==> src/rtl/ram_arbiter_if.sv <==
// ram_arbiter_if: core, loader and RAM buses meeting at the data-RAM arbiter
interface ram_arbiter_if #(
    parameter int ADDR_W = 32,
    parameter int DATA_W = 32
);
    logic              core_req_i;
    logic [3:0]        core_wen_i;
    logic [ADDR_W-1:0] core_addr_i;
    logic [DATA_W-1:0] core_wdata_i;
    logic [DATA_W-1:0] core_rdata_o;
    logic              core_stall_o;
    logic              ld_req_i;
    logic [3:0]        ld_wen_i;
    logic [ADDR_W-1:0] ld_addr_i;
    logic [DATA_W-1:0] ld_wdata_i;
    logic              ld_ack_o;
    logic [DATA_W-1:0] ld_rdata_o;
    logic [ADDR_W-1:0] ram_addr_o;
    logic [DATA_W-1:0] ram_wdata_o;
    logic [3:0]        ram_wen_o;
    logic [DATA_W-1:0] ram_rdata_i;
    modport slave (
        input  core_req_i, core_wen_i, core_addr_i, core_wdata_i,
        input  ld_req_i, ld_wen_i, ld_addr_i, ld_wdata_i, ram_rdata_i,
        output core_rdata_o, core_stall_o, ld_ack_o, ld_rdata_o,
        output ram_addr_o, ram_wdata_o, ram_wen_o
    );
    modport master (
        output core_req_i, core_wen_i, core_addr_i, core_wdata_i,
        output ld_req_i, ld_wen_i, ld_addr_i, ld_wdata_i, ram_rdata_i,
        input  core_rdata_o, core_stall_o, ld_ack_o, ld_rdata_o,
        input  ram_addr_o, ram_wdata_o, ram_wen_o
    );
endinterface

==> src/rtl/ram_arbiter.sv <==
// ram_arbiter: shares the data-RAM port between the zero-latency core path and a latched loader
module ram_arbiter #(
    parameter int ADDR_W   = 32,
    parameter int DATA_W   = 32,
    parameter int MAX_WAIT = 4
) (
    input logic          clk_i,
    input logic          rst_i,
    ram_arbiter_if.slave bus
);
    localparam int CW = $clog2(MAX_WAIT + 1);
    typedef enum logic [1:0] {IDLE, LD_PEND, LD_RESP} state_t;
    state_t            state_q, state_d;
    logic [CW-1:0]     wait_cnt_q, wait_cnt_d;
    logic [ADDR_W-1:0] ld_addr_q, ld_addr_d;
    logic [DATA_W-1:0] ld_wdata_q, ld_wdata_d;
    logic [3:0]        ld_wen_q, ld_wen_d;
    logic              ld_ack_q, ld_ack_d;
    logic [DATA_W-1:0] ld_rdata_q, ld_rdata_d;
    logic              issue, accept;
    always_comb begin
        issue      = state_q == LD_PEND && (!bus.core_req_i || wait_cnt_q == CW'(MAX_WAIT));
        accept     = state_q == IDLE && bus.ld_req_i && !ld_ack_q;
        state_d    = accept ? LD_PEND : issue ? LD_RESP : state_q == LD_RESP ? IDLE : state_q;
        wait_cnt_d = accept ? '0 : (state_q == LD_PEND && !issue) ? wait_cnt_q + CW'(1) : wait_cnt_q;
        ld_addr_d  = accept ? bus.ld_addr_i : ld_addr_q;
        ld_wdata_d = accept ? bus.ld_wdata_i : ld_wdata_q;
        ld_wen_d   = accept ? bus.ld_wen_i : ld_wen_q;
        ld_ack_d   = state_q == LD_RESP;
        ld_rdata_d = ld_ack_d ? bus.ram_rdata_i : ld_rdata_q;
    end
    always_ff @(posedge clk_i or posedge rst_i) begin
        if (rst_i) begin
            state_q    <= IDLE;
            wait_cnt_q <= '0;
            ld_addr_q  <= '0;
            ld_wdata_q <= '0;
            ld_wen_q   <= '0;
            ld_ack_q   <= 1'b0;
            ld_rdata_q <= '0;
        end else begin
            state_q    <= state_d;
            wait_cnt_q <= wait_cnt_d;
            ld_addr_q  <= ld_addr_d;
            ld_wdata_q <= ld_wdata_d;
            ld_wen_q   <= ld_wen_d;
            ld_ack_q   <= ld_ack_d;
            ld_rdata_q <= ld_rdata_d;
        end
    end
    // the loader owns the port only in its issue cycle; the core wins every other cycle
    assign bus.ram_addr_o   = issue ? ld_addr_q : bus.core_addr_i;
    assign bus.ram_wdata_o  = issue ? ld_wdata_q : bus.core_wdata_i;
    assign bus.ram_wen_o    = issue ? ld_wen_q : bus.core_req_i ? bus.core_wen_i : 4'h0;
    assign bus.core_stall_o = issue && bus.core_req_i;
    assign bus.core_rdata_o = bus.ram_rdata_i;
    assign bus.ld_ack_o     = ld_ack_q;
    assign bus.ld_rdata_o   = ld_rdata_q;
endmodule

==> src/flat_wrapper.sv <==
// flat-port wrapper written by rule: the top's interface ports become plain ports
module ram_arbiter_flat 
#(
    parameter int ADDR_W   = 32,
    parameter int DATA_W   = 32,
    parameter int MAX_WAIT = 4
)
  (clk_i, rst_i, bus_core_req_i, bus_core_wen_i, bus_core_addr_i, bus_core_wdata_i, bus_ld_req_i, bus_ld_wen_i, bus_ld_addr_i, bus_ld_wdata_i, bus_ram_rdata_i, bus_core_rdata_o, bus_core_stall_o, bus_ld_ack_o, bus_ld_rdata_o, bus_ram_addr_o, bus_ram_wdata_o, bus_ram_wen_o);
  ram_arbiter_if #(.ADDR_W(ADDR_W), .DATA_W(DATA_W)) bus_i ();
  input logic clk_i;
  input logic rst_i;
  input wire logic [$bits(bus_i.core_req_i)-1:0] bus_core_req_i;
  input wire logic [$bits(bus_i.core_wen_i)-1:0] bus_core_wen_i;
  input wire logic [$bits(bus_i.core_addr_i)-1:0] bus_core_addr_i;
  input wire logic [$bits(bus_i.core_wdata_i)-1:0] bus_core_wdata_i;
  input wire logic [$bits(bus_i.ld_req_i)-1:0] bus_ld_req_i;
  input wire logic [$bits(bus_i.ld_wen_i)-1:0] bus_ld_wen_i;
  input wire logic [$bits(bus_i.ld_addr_i)-1:0] bus_ld_addr_i;
  input wire logic [$bits(bus_i.ld_wdata_i)-1:0] bus_ld_wdata_i;
  input wire logic [$bits(bus_i.ram_rdata_i)-1:0] bus_ram_rdata_i;
  output wire logic [$bits(bus_i.core_rdata_o)-1:0] bus_core_rdata_o;
  output wire logic [$bits(bus_i.core_stall_o)-1:0] bus_core_stall_o;
  output wire logic [$bits(bus_i.ld_ack_o)-1:0] bus_ld_ack_o;
  output wire logic [$bits(bus_i.ld_rdata_o)-1:0] bus_ld_rdata_o;
  output wire logic [$bits(bus_i.ram_addr_o)-1:0] bus_ram_addr_o;
  output wire logic [$bits(bus_i.ram_wdata_o)-1:0] bus_ram_wdata_o;
  output wire logic [$bits(bus_i.ram_wen_o)-1:0] bus_ram_wen_o;
  assign bus_i.core_req_i = bus_core_req_i;
  assign bus_i.core_wen_i = bus_core_wen_i;
  assign bus_i.core_addr_i = bus_core_addr_i;
  assign bus_i.core_wdata_i = bus_core_wdata_i;
  assign bus_i.ld_req_i = bus_ld_req_i;
  assign bus_i.ld_wen_i = bus_ld_wen_i;
  assign bus_i.ld_addr_i = bus_ld_addr_i;
  assign bus_i.ld_wdata_i = bus_ld_wdata_i;
  assign bus_i.ram_rdata_i = bus_ram_rdata_i;
  assign bus_core_rdata_o = bus_i.core_rdata_o;
  assign bus_core_stall_o = bus_i.core_stall_o;
  assign bus_ld_ack_o = bus_i.ld_ack_o;
  assign bus_ld_rdata_o = bus_i.ld_rdata_o;
  assign bus_ram_addr_o = bus_i.ram_addr_o;
  assign bus_ram_wdata_o = bus_i.ram_wdata_o;
  assign bus_ram_wen_o = bus_i.ram_wen_o;
  ram_arbiter #(.ADDR_W(ADDR_W), .DATA_W(DATA_W), .MAX_WAIT(MAX_WAIT)) u_core (.clk_i(clk_i), .rst_i(rst_i), .bus(bus_i));
endmodule
==> config.mk <==
export PLATFORM = sky130hd
export DESIGN_NAME = ram_arbiter_flat
export DESIGN_NICKNAME = d
export VERILOG_FILES = /design/src/rtl/ram_arbiter_if.sv /design/src/rtl/ram_arbiter.sv /design/src/flat_wrapper.sv
export SDC_FILE = /design/constraint.sdc
export NUM_CORES = 1
export LEC_CHECK = 0
export ABC_AREA = 1
export BUFFER_PORTS_ARGS = -buffer_cell sky130_fd_sc_hd__buf_2
export CELL_PAD_IN_SITES_DETAIL_PLACEMENT = 1
export CELL_PAD_IN_SITES_GLOBAL_PLACEMENT = 1
export CORE_ASPECT_RATIO = 0.9
export CORE_MARGIN = 4
export CORE_UTILIZATION = 32
export DETAILED_ROUTE_END_ITERATION = 6
export GPL_ROUTABILITY_DRIVEN = 1
export PLACE_DENSITY = 0.89
export SETUP_SLACK_MARGIN = 0.2
export SYNTH_ARGS = -nofsm -noshare
export SYNTH_HDL_FRONTEND = slang
export SYNTH_SLANG_ARGS = --single-unit
==> constraint.sdc <==
create_clock -name clk_i -period 6.9 [get_ports clk_i]
set_input_delay 0.69 -clock clk_i [delete_from_list [all_inputs] [get_ports clk_i]]
set_output_delay 0.69 -clock clk_i [all_outputs]
set_load 0.05 [all_outputs]
==> results_dict.tcl <==
set metrics [dict create \
    final_common_cell "buf_2" \
    hpwl_microns 12800 \
    drive_above_1_share_pct 35.9 \
    h-tree-depth 3 \
    die_area_sq_um 18600 \
    fin_cells 1133 \
    cts_buffer_depth 2 \
    grt_max_degree 119 \
    cts_sinks 106 \
    dieHeight_microns 130 \
    worstPathArrival_ps 3010 \
    peakVddDrop_mv 0.260 \
    cpMaxStageDelayCell "nand2_4" \
    top_layer "met5" \
    clkTransAtPathRegs_ps 70 \
    required_ps 6210 \
    rows 44 \
    core_sq_um 16100 \
    drt_iter0_drc 138 \
    start_util_pct 32.7 \
    grt_pass1_wl_microns 25300 \
    hold_class "primary input to async pin" \
    slowest_delay_ps 650 \
    skew_ps 6.57 \
    grt_pass1_vias 5232 \
    syn_inst 672 \
    slew_violations 0 \
    cts-root-buf "clkbuf_16" \
    num_antenna_cells 0 \
    avgSynthCellArea_sq_um 7.85 \
    clock_latency_ps 340 \
    track_usage_pct 17.0 \
    cts_tree "built" \
    rsz0062_at_grt "false" \
    tightest_slew_ps 1050 \
    ys_seq_area_share_pct 50.3 \
    post_cts_buffers 0 \
    antenna_found_initial 1 \
    vias 5217 \
    wl_met2_microns 8020 \
    setup_tns_ps 0 \
    detail-route-antenna-nets 0 \
    cp_max_fo 118 \
    crit_path_end_kind "output pin" \
    chipWidth_microns 143 \
    dp_cells 1117 \
    utilization_pct 43.2 \
    setup_viol 0 \
    io_buffer_count 305 \
    postCtsHoldBufs 0 \
    final_nets 1095 \
    syn_nets 846 \
    wl_per_cell_microns 14.6 \
    outcome "finished clean" \
    slew_headroom_pct 30.2 \
    final_cell_mix "buf_2, nand2_1, dfrtp_1" \
    route.met3.wl_microns 1490 \
    yosys_warnings 0 \
    worstSetupPathType "register to output pin" \
    vias_per_cell 4.60 \
    io-pin-count 306 \
    drt_first_pass_iters 4 \
    cts_made_buffers 9 \
    grt.overflow.total 0 \
    cts_resized 0 \
    worstPathCellList "inv_1 > ha_1 > nand2_1 > nand2_2 > nand2_4 > o21ai_0 > buf_2" \
    wirelength_met1_microns 6750 \
    cap_violations 0 \
    drc 0 \
    finalHoldViolCount 0 \
    p_leak_nw 4.14 \
    start_kind "register" \
    yosysUniqueCellTypes 16 \
    synth_seq_cells 106 \
    fin_crit_ps 3700 \
    syn-cell-area_sq_um 5270 \
    max_freq_mhz 270 \
    gp_congestion 0.776 \
    syn2layout_area_growth_pct 32.1 \
    p_per_area_nw_per_um2 522 \
    nFillCells 2077 \
    period_share_pct 53.7 \
    wl_microns 16600 \
]
==> power breakdown <==
part / total [mW] / switching [mW] / internal (mW)
sequential: 1.04 / 0.128 / 0.917
clock: 0.498 / 0.232 / 0.266
combinational: 2.09 / 1.58 / 0.511
==> per-layer routing <==
layer | vias to the layer above | track usage [%]
met3 | 21 | 4.58
met4 | 2 | 5.92
met1 | 2435 | 20.1
met5 | - | 0
li1 | 2555 | -
met2 | 204 | 29.9
==> cells in the mapped netlist (all sizes together) <==
cell type    n  area share (%)
a31oi        1            0.12
buf         56             7.2
clkbuf      16             1.1
dfrtp      106              50
ha           2            0.47
inv         58             4.1
nand2      281              20
nand3       49             4.7
nand4        1            0.12
nor2         6            0.43
o21a        48             6.8
o21ai       48             4.6
==> sequential cells by signal, summed over array words and instances (netlist names) <==
| name | flops |
|---|---|
| u_core.bus.ld_rdata_o | 32 |
| u_core.ld_wdata_q | 32 |
| u_core.state_q | 2 |
| u_core.ld_wen_q | 4 |
| u_core.ld_addr_q | 32 |
| u_core.bus.ld_ack_o | 1 |
| u_core.wait_cnt_q | 3 |
==> final cells by class <==
cell class,count,area (sq um),area share (%)
clock inverter,5,37.5,0.539
sequential,106,2650,38.1
multi-input combinational,436,1980,28.4
clock buffer,11,253,3.63
inverter,58,220,3.16
timing repair buffer,310,1560,22.5
tap,207,259,3.72
==> worst paths after layout <==
path,from,endpoint,slack [ps],cells past startpoint
max,u_core.wait_cnt_q[0],bus_ram_addr_o[20],3200,7
min,rst_i,u_core.ld_wdata_q[6],420,2
max reg2reg,u_core.state_q[0],u_core.ld_wdata_q[0],4680,6
min reg2reg,u_core.bus.ld_rdata_o[25],u_core.bus.ld_rdata_o[25],480,2
max in group asynchronous,rst_i,u_core.bus.ld_rdata_o[29],5290,3
min in group clk_i,u_core.bus.ld_rdata_o[25],u_core.bus.ld_rdata_o[25],480,2
==> logic make-up after synthesis <==
kind of cell	Yosys count	share of synthesized area [%]
buf+inv	130	12.4
compound gates	97	11.5
fa+ha+maj	2	0.474
flops	106	50.3
simple gates	337	25.3
==> stage by stage <==
stage | total power [mW] | instance area (sq um) | setup WS, ps | hold WS (ps)
floorplan | 2.68 | 5270 | 3420 | 443
global placement | 3.10 | 6670 | 3480 | 455
detailed placement | 3.17 | 6670 | 3390 | 459
CTS | 3.69 | 6960 | 3160 | 435
global route | 3.90 | 6960 | 2960 | 463
finish | 3.63 | 6960 | 3200 | 416
==> critical path: cells and delay by family (launching register included) <==
kind            cells  cell delay (ps)
compound gates      1              560
buf+inv             2              420
simple gates        3             1100
fa+ha+maj           1              140
flops               1              400
No activity file was read; power rests on OpenSTA's default activity.
